$ cat config.mk
export PLATFORM = sky130hd
export DESIGN_NAME = noc_indication_serializer
export DESIGN_NICKNAME = d
export VERILOG_FILES = /design/src/rtl/noc_indication_serializer.sv
export SDC_FILE = /design/constraint.sdc
export NUM_CORES = 1
export LEC_CHECK = 0
export CAP_MARGIN = 20
export CORE_MARGIN = 2
export CORE_UTILIZATION = 43
export CTS_CLUSTER_DIAMETER = 80
export DETAILED_ROUTE_END_ITERATION = 7
export GPL_ROUTABILITY_DRIVEN = 0
export GPL_TIMING_DRIVEN = 0
export MAX_ROUTING_LAYER = met4
export PLACE_DENSITY = 0.84
export SYNTH_ARGS = -nofsm -noshare
export SYNTH_HDL_FRONTEND = slang
export SYNTH_SLANG_ARGS = --single-unit
export TNS_END_PERCENT = 100
$ cat constraint.sdc
create_clock -name CLK -period 2.7 [get_ports CLK]
set_input_delay 0.27 -clock CLK [delete_from_list [all_inputs] [get_ports CLK]]
set_output_delay 0.27 -clock CLK [all_outputs]
set_load 0.05 [all_outputs]
$ cat src/rtl/noc_indication_serializer.sv
// Frames each `heard` method call as a header beat plus a payload beat on a 32-bit NOC pipe.
// Defining NOC_SEQ_EN adds a trailing sequence-number beat per message (LEN becomes 2).
module noc_indication_serializer #(
   parameter logic [15:0] METHOD_ID = 16'd0,
   parameter int          DEPTH     = 2
) (
   input  logic                       CLK,
   input  logic                       RST,
   input  logic                       heard__ENA,
   input  logic [31:0]                heard_v,
   output logic                       heard__RDY,
   output logic                       pipe_enq__ENA,
   output logic [31:0]                pipe_enq_v,
   input  logic                       pipe_enq__RDY,
   output logic [$clog2(DEPTH+1)-1:0] msg_count
);

   localparam int CW = $clog2(DEPTH+1);
   localparam int PW = $clog2(DEPTH);

   localparam logic [1:0] ST_HDR  = 2'd0;
   localparam logic [1:0] ST_DATA = 2'd1;
`ifdef NOC_SEQ_EN
   localparam logic [1:0] ST_SEQ  = 2'd2;
   localparam logic [15:0] LEN    = 16'd2;
`else
   localparam logic [15:0] LEN    = 16'd1;
`endif

   logic [31:0]   mem [DEPTH];
   logic [PW-1:0] head;
   logic [PW-1:0] tail;
   logic [CW-1:0] count;
   logic [1:0]    state;
   logic [1:0]    state_next;
   logic          valid;
   logic          push;
   logic          pop;
`ifdef NOC_SEQ_EN
   logic [15:0]   seq;
`endif

   // Guard comes from registered count only, so a full FIFO never accepts in a pop cycle.
   assign heard__RDY    = !RST && (count < CW'(DEPTH));
   assign push          = heard__ENA && heard__RDY;
   assign pipe_enq__ENA = !RST && valid && pipe_enq__RDY;
   assign msg_count     = count;

   always_comb begin
      valid      = 1'b1;
      pipe_enq_v = mem[head];
      case (state)
         ST_HDR: begin
            valid      = (count != '0);
            pipe_enq_v = {METHOD_ID, LEN};
         end
         ST_DATA: ;
`ifdef NOC_SEQ_EN
         ST_SEQ:  pipe_enq_v = {16'h0000, seq};
`endif
         default: valid = 1'b0;
      endcase
   end

   // The slot is released only on the last beat of a message.
   always_comb begin
      state_next = state;
      pop        = 1'b0;
      case (state)
         ST_HDR:  if (pipe_enq__ENA) state_next = ST_DATA;
`ifdef NOC_SEQ_EN
         ST_DATA: if (pipe_enq__ENA) state_next = ST_SEQ;
         ST_SEQ: begin
            if (pipe_enq__ENA) begin
               state_next = ST_HDR;
               pop        = 1'b1;
            end
         end
`else
         ST_DATA: begin
            if (pipe_enq__ENA) begin
               state_next = ST_HDR;
               pop        = 1'b1;
            end
         end
`endif
         default: state_next = ST_HDR;
      endcase
   end

   always_ff @(posedge CLK) begin
      if (RST) begin
         head  <= '0;
         tail  <= '0;
         count <= '0;
         state <= ST_HDR;
`ifdef NOC_SEQ_EN
         seq   <= 16'h0000;
`endif
      end else begin
         state <= state_next;
         if (push) tail <= tail + 1'b1;
         if (pop)  head <= head + 1'b1;
         if (push && !pop)
            count <= count + 1'b1;
         else if (pop && !push)
            count <= count - 1'b1;
`ifdef NOC_SEQ_EN
         if (pop) seq <= seq + 16'd1;
`endif
      end
   end

   always_ff @(posedge CLK) begin
      if (push) mem[tail] <= heard_v;
   end

endmodule

# After elaboration in Yosys (flattened, before gate mapping)
# Memory sizes are Yosys's and may differ from the RTL's. A register that Yosys moved wholly into a read port is not among the register bits.
# Cells that the tools add are included.
# classes
addsub	4
n_mux	13
n_lt_le_gt_ge	1
eq_ne	3
reduce_logical	13
# op_table
operator	count
2-to-1 mux 32 bit	1
2-to-1 mux 2 bit	4
logical AND 1 bit	6
2-to-1 mux 1 bit	6
inequality test 2 bit, second input constant	2
one-hot mux 2 bit (2 select lines)	1
nonzero test 2 bit	2
logical NOT 1 bit	3
adder 1 bit, second input constant	2
adder 2 x 1 -> 2 bit, second input constant	1
equality test 2 x 1 -> 1 bit, second input constant	1
logical NOT 2 bit	1
< comparator 2 bit, second input constant	1
one-hot mux 1 bit (2 select lines)	1
AND reduction 2 bit	1
subtractor 2 x 1 -> 2 bit, second input constant	1
# word_totals
mem_count	1
out_inout_bits	36
mem_bits_rw	64
regBits	6
# memory_table
name	words	width	read_ports	rd_clocked_by_memory_dff	write_ports	line_no	text
mem	2	32	1	1	1	30	logic [31:0] mem [DEPTH];

# Logic depth before layout (Yosys ltp)
# logic_depth
depth_word	9
depth_mapped	7
mapped_depth_nobuf	6

# Worst setup path after synthesis
# Ideal clock, no wire load.
# synth_timing
path_type	reg-to-reg
startpoint	register count[1], in the netlist msg_count[1]
endpoint	memory mem[0][0], enable pin
stages_incl_launch_ff	4
t_arrival_ns	3.005
required_time_ns	2.275
path_slack_ns	-0.730
synth_period_minus_slack_ns	3.430
path_cell_list	dfxtp_1 > nor2_1 > and2_1 > nor2b_1
# synth_via
elab_chain_len	5
# synth_rtl
item	line_no	text
from (decl)	33	logic [CW-1:0] count;
from (signal assigned)	105	count <= count + 1'b1;
from (signal assigned)	107	count <= count - 1'b1;
< comparator 2 bit	44	assign heard__RDY = !RST && (count < CW'(DEPTH));
logical AND 1 bit	44	
net heard__RDY	11	output logic heard__RDY,
logical AND 1 bit	45	assign push = heard__ENA && heard__RDY;
net push	37	logic push;
2-to-1 mux 1 bit	115	if (push) mem[tail] <= heard_v;
2-to-1 mux 1 bit (implied by the code)	115	
to (decl)	30	
# The timed path passes the listed nets, and every way through them passes these cells.

# Worst setup path after layout
# layout_timing
startpoint	register state[0]
endpoint	output port pipe_enq_v[15]
# layout_via
elab_chain_len	2
# layout_rtl
item	line_no	text
from (decl)	34	logic [1:0] state;
from (signal assigned)	101	state <= state_next;
logical NOT 2 bit	52	case (state)
2-to-1 mux 32 bit	52	
to (decl)	13	output logic [31:0] pipe_enq_v,
# No other way between the ends.

==> impl_metrics.py <==
metrics = {
    "placed_design": {
        "hpwlAfterDp_um": 3170,
        "dp.cells": 314,
        "place_area_um2": 3570,
        "port_buffers": 70,
        "post-place-ws_ns": 0.538,
    },
    "sta": {
        "maxSlewHeadroom_pct": 37.4,
        "period_share_pct": 91.8,
        "timing.fmax_ghz": 0.403,
        "max_slew.worst_pin.slew_ns": 0.937,
        "rsz0062_at_grt": "false",
        "setup_viol": 0,
        "hold_violations": 0,
        "timing.setup.tns_ns": 0,
        "skew_ns": 0.00502,
        "final.setup.worst_slack_ns": 0.220,
        "min_period_ns": 2.48,
        "finalMaxSlewViolations": 0,
    },
    "finish": {
        "final_common_cell": "clkdlybuf4s50_1",
        "design_area_um2": 3740,
        "diodes": 0,
        "nets": 285,
        "drive_gt1_share_pct": 8.73,
        "instances_no_fill": 329,
        "areaGrowthSynthToFinish_pct": 35.7,
        "final_cell_mix": "70 x clkdlybuf4s50_1, 64 x edfxtp_1, 32 x mux2i_1, 32 x nor2b_1, 9 x clkbuf_8",
    },
    "synth": {
        "syn_inst": 167,
        "synth_top_area_cell": "edfxtp_1",
        "synthMuxAreaShare_pct": 12.0,
        "syn-num-nets": 204,
        "synth_top_area_share_pct": 69.6,
        "netlist-cell-type-count": 21,
        "ys_ff_latch": 70,
        "synth_top_family_by_area": "multiplexers",
        "synthSimpleGateAreaFrac_pct": 9.97,
        "syn-cell-area_um2": 2760,
        "ys_seq_area_share_pct": 74.0,
        "synthTopCellsByArea": "edfxtp_1 70%, mux2i_1 12%, nor2b_1 7.5%",
        "synth_compound_area_share_pct": 0.544,
        "yosysWarningCount": 0,
        "avgSynthCellArea_um2": 16.5,
        "synth-xor-area-share_pct": 1.27,
        "synthAdderAreaFrac_pct": 0.453,
    },
    "power": {
        "p_leak_nw": 1.21,
        "cellPowerDensity_nw_per_um2": 640,
        "ir_worst_vdd_uv": 369,
        "total_power_mw": 2.40,
    },
    "routing": {
        "antenna_left": 0,
        "vias": 1561,
        "routed_wl_um": 4840,
        "via_per_inst": 4.74,
        "drt_iter0_drc": 139,
        "firstDrtPassIters": 3,
        "routedWlPerCell_um": 14.7,
        "drc": 0,
    },
    "clock_network": {
        "clkSlewWorstSetupHoldPaths_ns": 0.07,
        "cts_resized": 0,
        "numCtsBuffers": 9,
        "clk_latency_ns": 0.33,
        "cts_tree": "done",
        "clock_path_buffers": 2,
        "htree_levels": 3,
        "cts_root_buf": "clkbuf_8",
        "hold_buffers": 0,
        "cts.sink_count": 70,
        "cts_setup_buffers": 0,
    },
    "floorplan": {
        "pin_count": 72,
        "die-area_um2": 7080,
        "core_um2": 6280,
        "rows": 29,
        "die_height_um": 84.1,
        "start_util_pct": 44.0,
        "die_w_um": 84.1,
    },
    "global_routing": {
        "grt_pass1_wl_um": 7580,
        "grt_usage_pct": 14.7,
        "grt_max_degree": 33,
        "antenna_found_initial": 0,
        "grt_overflow": 0,
        "grt_pass1_vias": 1584,
    },
    "worst_setup_path": {
        "required_ns": 2.43,
        "r2r-start": "msg_count[1]",
        "crit_fanout": 10,
        "critPathKind": "flop to output port",
        "end_kind": "output port",
        "critPathLaunch": "state[0]",
        "start_kind": "flop",
        "arrival_ns": 2.21,
    },
    "min_path": {
        "holdCritPathClass": "primary input to flop",
        "min_from": "RST",
    },
    "flow_run": {
        "max_cap_violations": 0,
    },
    "status": {
        "status": "finished clean",
    },
}
-- state kept, by name, indices dropped and copies added (netlist names), named ones only --
name and flops:
msg_count 2, head 1, state 1, mem 64
tail 1
-- Yosys cell counts --
master,count
buf_2,3
clkbuf_1,3
ha_1,1
or3_1,1
nand3b_1,1
nor2_1,6
mux2i_1,32
dfxtp_1,6
nor3_1,1
and3_1,1
a21oi_1,1
buf_4,3
o21ai_0,2
mux2_2,1
xor2_1,3
nor2b_1,33
xnor2_1,1
nor3b_1,1
edfxtp_1,64
nand2_1,2
and2_1,1
-- path summary, 6_finish.rpt --
kind	slack, ns	endpoint	depth (start not counted)
max	0.22	pipe_enq_v[15]	4
min	0.21	msg_count[1]	2
max reg2reg	0.78	mem[0][30]	3
min reg2reg	0.52	head	2
-- metrics by stage --
stage | utilization (%) | hold slack (ns)
4_1_cts | 59.7 | 0.186
2_1_floorplan | - | 0.369
3_3_place_gp | 56.8 | 0.488
6_report | 59.7 | 0.205
5_1_grt | 59.7 | 0.208
3_5_place_dp | 56.8 | 0.502
-- kinds of logic after synthesis --
logic type	after synthesis
buf+inv	9
simple gates	47
fa+ha+maj	1
compound gates	3
mux	33
flops	70
xor+xnor	4
-- critical path: stages (launching register included) --
cell and delay [ns]:
dfxtp_1 0.31, buf_2 0.19, clkbuf_1 0.35, nor2b_1 0.20
clkdlybuf4s50_1 0.83
-- where the power goes --
group | total, mW | internal [mW] | switching [mW] | leakage, nW
Combinational | 0.360 | 0.149 | 0.210 | 0.486
Sequential | 1.26 | 1.25 | 0.0195 | 0.636
Clock | 0.774 | 0.415 | 0.359 | 0.0896
-- cell type report --
class	count	area [µm²]
clock buffer	10	128
tap	77	96.3
multi-input combinational	88	678
clock inverter	5	51.3
timing repair buffer	70	701
sequential	70	2040
fill	493	2530
buffer	9	48.8
-- per-layer routing --
metal / GRT usage (%) / up-vias / wire [µm]
met5: - / - / 0
met4: 7.04 / 0 / 63
met3: 3.36 / 6 / 199
met2: 23.3 / 48 / 2440
met1: 17.9 / 735 / 2130
li1: - / 772 / -
(Power assumes the default switching activity.)
